`src/rtl/batch_norm_chan_stream.sv`:
```
// batch_norm_chan_stream: per-channel INT8 batch norm y = sat(((x-mean)*scale+rnd)>>>FRAC_BITS + beta) on a valid/ready stream
// Ports:
//   clk, rst_n                        clock (rising edge), asynchronous active-low reset
//   cfg_we, cfg_ch                    write the parameter set of channel cfg_ch (cfg_ch >= NUM_CH ignored)
//   cfg_mean, cfg_scale, cfg_beta     signed mean, signed Q(FRAC_BITS) scale, signed output offset
//   ch_clr                            next accepted element goes to channel 0
//   sat_clr                           clear sat_cnt
//   in_valid, in_ready, in_data       input stream
//   out_valid, out_ready, out_data    output stream, signed saturated result
//   out_ch                            channel index of out_data
//   sat_cnt                           saturated output count, sticks at 16'hFFFF
// Build option: define BN_RELU_EN to clamp negative results to 0 (not counted as saturated).
module batch_norm_chan_stream #(
    parameter int DATA_WIDTH  = 8,
    parameter int PARAM_WIDTH = 8,
    parameter int FRAC_BITS   = 4,
    parameter int NUM_CH      = 4,
    localparam int CW         = $clog2(NUM_CH)
) (
    input  logic                          clk,
    input  logic                          rst_n,
    input  logic                          cfg_we,
    input  logic [CW-1:0]                 cfg_ch,
    input  logic signed [DATA_WIDTH-1:0]  cfg_mean,
    input  logic signed [PARAM_WIDTH-1:0] cfg_scale,
    input  logic signed [DATA_WIDTH-1:0]  cfg_beta,
    input  logic                          ch_clr,
    input  logic                          sat_clr,
    input  logic                          in_valid,
    output logic                          in_ready,
    input  logic signed [DATA_WIDTH-1:0]  in_data,
    output logic                          out_valid,
    input  logic                          out_ready,
    output logic signed [DATA_WIDTH-1:0]  out_data,
    output logic [CW-1:0]                 out_ch,
    output logic [15:0]                   sat_cnt
);
    localparam int DW  = DATA_WIDTH;
    localparam int PW  = PARAM_WIDTH;
    localparam int PWD = DW + PW + 1;
    // one extra bit over the product so adding beta can never wrap
    localparam logic signed [PWD:0] RND  = (PWD+1)'((1 << FRAC_BITS) >> 1);
    localparam logic signed [PWD:0] MAXV = (PWD+1)'(2**(DW-1) - 1);
    localparam logic signed [PWD:0] MINV = (PWD+1)'(-(2**(DW-1)));
`ifdef BN_RELU_EN
    localparam bit RELU = 1'b1;
`else
    localparam bit RELU = 1'b0;
`endif

    logic signed [DW-1:0] mean_q  [NUM_CH];
    logic signed [PW-1:0] scale_q [NUM_CH];
    logic signed [DW-1:0] beta_q  [NUM_CH];
    logic [CW-1:0]        ptr;
    logic                 v1, v2;
    logic signed [DW:0]   d1;
    logic signed [PW-1:0] sc1;
    logic signed [DW-1:0] b1, b2;
    logic [CW-1:0]        c1, c2;
    logic signed [PWD-1:0] p2;
    logic signed [PWD:0]  r_sum;
    logic signed [DW-1:0] y;
    logic                 adv, accept, cfg_hit, hi, lo, neg, sat;

    assign adv      = !out_valid | out_ready;
    assign in_ready = adv;
    assign accept   = in_valid & adv;
    assign cfg_hit  = cfg_we & ({1'b0, cfg_ch} < (CW+1)'(NUM_CH));

    assign r_sum = (((PWD+1)'(p2) + RND) >>> FRAC_BITS) + (PWD+1)'(b2);
    assign hi    = r_sum > MAXV;
    assign lo    = r_sum < MINV;
    assign neg   = RELU && r_sum[PWD];
    assign sat   = hi | (lo & !RELU);
    assign y     = hi ? MAXV[DW-1:0] : neg ? '0 : lo ? MINV[DW-1:0] : r_sum[DW-1:0];

    always_ff @(posedge clk or negedge rst_n) begin
        if (!rst_n) begin
            for (int i = 0; i < NUM_CH; i++) begin
                mean_q[i]  <= '0;
                scale_q[i] <= PW'(1 << FRAC_BITS);
                beta_q[i]  <= '0;
            end
        end else if (cfg_hit) begin
            mean_q[cfg_ch]  <= cfg_mean;
            scale_q[cfg_ch] <= cfg_scale;
            beta_q[cfg_ch]  <= cfg_beta;
        end
    end

    // ch_clr alone still redirects the next accepted element to channel 0
    always_ff @(posedge clk or negedge rst_n) begin
        if (!rst_n)
            ptr <= '0;
        else if (ch_clr)
            ptr <= '0;
        else if (accept)
            ptr <= (ptr == CW'(NUM_CH - 1)) ? '0 : ptr + CW'(1);
    end

    always_ff @(posedge clk or negedge rst_n) begin
        if (!rst_n) begin
            v1        <= 1'b0;
            v2        <= 1'b0;
            out_valid <= 1'b0;
            d1        <= '0;
            sc1       <= '0;
            b1        <= '0;
            c1        <= '0;
            p2        <= '0;
            b2        <= '0;
            c2        <= '0;
            out_data  <= '0;
            out_ch    <= '0;
        end else if (adv) begin
            v1        <= accept;
            v2        <= v1;
            out_valid <= v2;
            if (accept) begin
                d1  <= (DW+1)'(in_data) - (DW+1)'(mean_q[ptr]);
                sc1 <= scale_q[ptr];
                b1  <= beta_q[ptr];
                c1  <= ptr;
            end
            if (v1) begin
                p2 <= PWD'(d1) * PWD'(sc1);
                b2 <= b1;
                c2 <= c1;
            end
            if (v2) begin
                out_data <= y;
                out_ch   <= c2;
            end
        end
    end

    always_ff @(posedge clk or negedge rst_n) begin
        if (!rst_n)
            sat_cnt <= '0;
        else if (sat_clr)
            sat_cnt <= '0;
        else if (adv && v2 && sat && !(&sat_cnt))
            sat_cnt <= sat_cnt + 16'd1;
    end
endmodule

```
`config.mk`:
```
export PLATFORM = sky130hd
export DESIGN_NAME = batch_norm_chan_stream
export DESIGN_NICKNAME = d
export VERILOG_FILES = /design/src/rtl/batch_norm_chan_stream.sv
export SDC_FILE = /design/constraint.sdc
export NUM_CORES = 1
export LEC_CHECK = 0
export ABC_AREA = 1
export CAP_MARGIN = 40
export CORE_MARGIN = 3
export CORE_UTILIZATION = 50
export DETAILED_ROUTE_END_ITERATION = 8
export GPL_TIMING_DRIVEN = 0
export PLACE_DENSITY_LB_ADDON = 0.1
export SLEW_MARGIN = 20
export SYNTH_ARGS = -nofsm -noshare
export SYNTH_HDL_FRONTEND = slang
export SYNTH_SLANG_ARGS = --single-unit
export TNS_END_PERCENT = 1
```
`constraint.sdc`:
```
create_clock -name clk -period 12.7 [get_ports clk]
set_input_delay 1.905 -clock clk [delete_from_list [all_inputs] [get_ports clk]]
set_output_delay 1.905 -clock clk [all_outputs]
set_load 0.02 [all_outputs]
```
==> impl_metrics.yaml, run 1 <==
global_routing:
  grtUsageTotal_pct: 23.1
  gr-total-overflow: 0
  antenna_found_initial: 0
  grt_pass1_vias: 9834
  grt_pass1_wl_um: 48800
  grt_max_degree: 78
min_path:
  hold_class: "reg2reg"
timing:
  layout_worst_path_cycle_share_pct: 39.8
  relSlewSlack_pct: 55.3
  skew_ns: 0.0146
  finalHoldViolations: 0
  setup_slack_ns: 7.64
  setup_viol: 0
  rsz0062_at_grt: "false"
  min_period_ns: 5.06
  finalSetupTns_ns: 0
  slew_viol_final: 0
  worst_pin_slew_ns: 0.671
  fmax_ghz: 0.198
cells_and_area:
  nets: 1750
  syn_to_final_growth_pct: 14.5
  postLayoutCoreUtil_pct: 59.3
  drive_gt1_share_pct: 4.31
  postLayoutCellArea_um2: 13600
  multiInputGateArea_um2: 6240
  ff_latch_area_um2: 4460
  fillCellCount: 2230
  num_antenna_cells: 0
clocking:
  post_cts_buffers: 0
  cts_buffers: 17
  ctsHoldBuffers: 0
  ctsResizeCount: 0
  cts_num_sinks: 178
  cts.htree.levels: 4
  clk-insertion-delay-late_ns: 0.44
  clkTransAtPathRegs_ns: 0.07
  ctsLongestPathBuffers: 2
  cts_root_buf: "clkbuf_16"
  cts_tree: "built"
synth:
  synth-edff-count: 0
  syn_inst: 1499
  syn_nets: 1661
  netlist_area_um2: 11900
  synth_commonest_cells: "nand2_1, inv_1, o21ai_0, dfrtp_1, nor2_1"
  syn_avg_cell_area_um2: 7.94
  ys_seq_area_share_pct: 37.5
  synth.most_common_cell: "nand2_1"
  ys_types: 41
  async_reset_ff_share_pct: 100
  synth_top_cells_by_area: "dfrtp_1, nand2_1, fa_1, o21ai_0, inv_1"
  netlist.top_cell.by_area: "dfrtp_1"
  synth-seq-cells: 178
  synth-main-ff-cell: "dfrtp_1"
  synth.top_cell.area_share_pct: 36.6
  yosys_warnings: 0
worst_setup_path:
  crit_slowest_cell: "clkdlybuf4s50_1"
  cp.required_ns: 10.80
  cp-start-kind: "input pin"
  critical_path_class: "in2out"
  r2r_setup_slack_ns: 7.85
  critPathMaxStageDelay_ns: 0.62
  arrival_ns: 3.15
  critical_path.cell_chain: "clkdlybuf4s50_1 > nor2_1 > inv_1 > clkdlybuf4s50_1"
  worstPathMaxFanout: 5
  path_common_cell: "clkdlybuf4s50_1"
  critPathTopFamily: "buffers and inverters"
  path_buf_inv: 3
  cp-end-kind: "primary output"
placed_design:
  place_ws_ns: 7.63
  place_congestion: 0.888
  hpwl_um: 21200
  port_buffers: 68
  placed_area_um2: 13000
die:
  num_rows: 55
  initial_utilization_pct: 51.8
  die_width_um: 160
  die_h_um: 160
  core_area_um2: 23000
  die_area_um2: 25700
  ioPinCount: 69
drt:
  avgViaCountPerCell: 5.13
  wl_per_cell_um: 14.8
  drc: 0
  wirelength_um: 28400
  dr.pass1.iters: 5
  vias: 9807
  drt_iter0_drc: 707
  antenna_left: 0
run_status:
  outcome: "finished clean"
job:
  max_cap_violations: 0
==> final timing paths <==
| check | from | end | cells past startpoint |
|---|---|---|---|
| setup / recovery | out_ready | in_ready | 4 |
| hold / removal | v2 | out_valid | 2 |
| setup reg to reg | sc1[1] | p2[14] | 19 |
| hold reg to reg | v2 | out_valid | 2 |
| max in group asynchronous | rst_n | scale_q[12] | 3 |
| min in group asynchronous | rst_n | out_data[7] | 1 |
==> per-layer routing <==
metal | part of all wire [%] | wire [um] | vias to the layer above | GRT usage, %
li1 | - | - | 4903 | -
met2 | 50 | 14100 | 231 | 40.0
met3 | 4.0 | 1130 | 35 | 2.76
met4 | 1.6 | 447 | 0 | 6.59
met5 | 0 | 0 | - | 0
met1 | 45 | 12700 | 4638 | 30.8
==> tightest hold or removal path, stage by stage (launching register included) <==
cell	delay, ns
dfrtp_1	0.32
inv_1	0.06
nand2_1	0.06
==> metrics by stage <==
step / hold slack [ns] / cells
CTS: 0.473 / 1913
floorplan: 0.432 / 1499
global route: 0.492 / 1913
detailed placement: 0.456 / 1882
finish: 0.468 / 1913
global placement: 0.454 / 1880
==> cell usage in the layout, fill, tap and decap left out, types with 38 or more instances in the layout <==
cell and instances:
nor2_1 88, inv_1 246, xor2_1 38, nand3_1 43, clkbuf_1 61, fa_1 63
dfrtp_1 174, ha_1 58, clkdlybuf4s50_1 67, nand2_1 377, o21ai_0 185
==> sequential cells by signal (all words and copies together) (netlist names), 9 cells and up <==
signal / count
beta_q: 32
mean_q: 32
sat_cnt: 16
scale_q: 32
d1: 9
p2: 14
==> kinds of logic (layout without fill, tap and decap cells) <==
logic type	Yosys count	count (layout)	share of synthesized area (%)
AND/OR/NAND/NOR	573	573	20.3
XOR/XNOR	50	50	3.68
flip-flops	178	178	37.5
buffers and inverters	317	418	10.2
adder cells (fa/ha/maj)	121	121	16.7
AO/OA/AOI/OAI	260	260	11.7
==> final cells by class <==
type | instances | share of cell area (%)
multi-input cells | 1004 | 45.8
flip-flops and latches | 178 | 32.7
inverters | 251 | 6.91
repair buffers | 70 | 5.43
clock buffers | 17 | 3.12
well taps | 313 | 2.87
plain buffers | 66 | 1.95
clock inverters | 14 | 1.25
Power of run 1 is left out: the tool's default activity adds up to more than one toggle a clock period on the data nets, which glitch-free logic cannot reach.
==> run 2, diff against run 1 <==
==> constraint.sdc (replaced) <==
create_clock -name clk -period 5.18 [get_ports clk]
set_input_delay 0.777 -clock clk [delete_from_list [all_inputs] [get_ports clk]]
set_output_delay 0.777 -clock clk [all_outputs]
set_load 0.02 [all_outputs]
==> run 2 against run 1 <==
  * First-iteration DRC count shrank 4.7%
  * Final cell count shrank 0.58%
  * Die area is the same
  * Routed wire length shrank 0.22%
  * Critical path depth grew 13
  * Register-to-register slack lost 7.5 ns
  * Global-route usage is the same
  * Clock-buffer cell count is the same
  * Largest cell class unchanged
  * Worst setup slack lost 7.3 ns
  * Via count shrank 0.41%
==> impl_metrics.yaml, run 2 (synthesis results as in run 1) <==
die:
  die_h_um: 160
  die_width_um: 160
  core_area_um2: 23000
  num_rows: 55
  ioPinCount: 69
  initial_utilization_pct: 51.8
  die_area_um2: 25700
worst_setup_path:
  cp-end-kind: "flip-flop"
  worstPathMaxFanout: 9
  path_buf_inv: 3
  arrival_ns: 5.10
  crit_slowest_cell: "fa_1"
  cp.required_ns: 5.48
  path_common_cell: "fa_1"
  critPathTopFamily: "adder cells"
  cp-start-kind: "flip-flop"
  critPathMaxStageDelay_ns: 0.54
  critical_path_class: "reg2reg"
  critical_path.cell_chain: "clkbuf_1 > nor2_1 > fa_1 > inv_1 > fa_1 > fa_1 > fa_1 > inv_1 > ha_1 > a21oi_1 > a21boi_0 > o21ai_0 > nand2_1 > nand2_1 > a21oi_1 > xor2_1 > o21ai_0"
timing:
  layout_worst_path_cycle_share_pct: 92.7
  slew_viol_final: 0
  rsz0062_at_grt: "false"
  hold_slack_ns: 0.184
  finalSetupTns_ns: 0
  fmax_ghz: 0.208
  finalHoldViolations: 0
  min_period_ns: 4.80
  skew_ns: 0.0165
  relSlewSlack_pct: 55.1
  worst_pin_slew_ns: 0.674
  setup_viol: 0
cells_and_area:
  drive_gt1_share_pct: 4.34
  final_cell_mix: "nand2_1, inv_1, o21ai_0"
  nets: 1739
  syn_to_final_growth_pct: 14.2
  layout_commonest_cell: "nand2_1"
  num_antenna_cells: 0
  postLayoutCoreUtil_pct: 59.1
  reg_top3: "beta_q x32, mean_q x32, scale_q x32"
  fillCellCount: 2235
global_routing:
  gr-total-overflow: 0
  grt_max_degree: 78
  grt_pass1_vias: 9834
  grt_pass1_wl_um: 48800
  antenna_found_initial: 0
  grtUsageTotal_pct: 23.1
clocking:
  clk-insertion-delay-late_ns: 0.44
  cts.htree.levels: 4
  cts_tree: "built"
  ctsResizeCount: 0
  clkTransAtPathRegs_ns: 0.08
  ctsHoldBuffers: 0
  cts_buffers: 17
  post_cts_buffers: 0
  ctsLongestPathBuffers: 2
  cts_num_sinks: 178
  cts_root_buf: "clkbuf_16"
drt:
  dr.pass1.iters: 5
  antenna_left: 0
  drt_iter0_drc: 674
  avgViaCountPerCell: 5.14
  drc: 0
  vias: 9767
  wl_per_cell_um: 14.9
  wirelength_um: 28300
placed_design:
  port_buffers: 68
  place_congestion: 0.888
  hpwl_um: 21200
job:
  max_cap_violations: 0
run_status:
  outcome: "finished clean"
min_path:
  hold_class: "in2async"
==> run 2: path summary, 6_finish.rpt <==
kind	cells past startpoint	endpoint	from	slack (ns)
max reg2reg	17	p2[14]	d1[2]	0.38
min	1	out_data[7]	rst_n	0.18
min in group clk	2	out_valid	v2	0.47
max in group asynchronous	3	scale_q[12]	rst_n	3.92
min reg2reg	2	out_valid	v2	0.47
max	17	p2[14]	d1[2]	0.38
==> run 2: worst register-to-register path, cell delays in order (launching register included) <==
cell      delay [ns]
dfrtp_1         0.32
clkbuf_1        0.33
nor2_1          0.13
fa_1            0.54
inv_1           0.06
fa_1            0.52
fa_1            0.52
fa_1            0.54
inv_1           0.04
ha_1            0.34
a21oi_1         0.20
a21boi_0        0.29
o21ai_0         0.19
nand2_1         0.09
nand2_1         0.05
a21oi_1         0.14
xor2_1          0.24
o21ai_0         0.12
==> run 2: through the flow <==
step           area, um2  cells  setup slack [ns]
2_1_floorplan      11900   1499             0.878
3_3_place_gp       13000   1880             -4.26
3_5_place_dp       13000   1882             0.347
4_1_cts            13600   1913             0.288
5_1_grt            13600   1902            0.0150
6_report           13600   1902             0.379
==> run 2: layout make-up <==
class | instances | area [um2] | area share (%)
flip-flops and latches | 178 | 4460 | 32.8
multi-input cells | 1004 | 6240 | 45.9
inverters | 251 | 942 | 6.93
repair buffers | 70 | 741 | 5.45
clock buffers | 17 | 425 | 3.13
clock inverters | 14 | 170 | 1.25
plain buffers | 55 | 225 | 1.66
well taps | 313 | 392 | 2.88
==> run 2: layer usage <==
layer	wire (um)	GRT usage (%)	share of wire, %	vias up
met5	0	0	0	-
met4	430	6.59	1.5	0
met1	12700	30.8	45	4639
li1	-	-	-	4882
met3	1040	2.76	3.7	30
met2	14100	40.0	50	216
Power of run 2 is left out for the same reason.
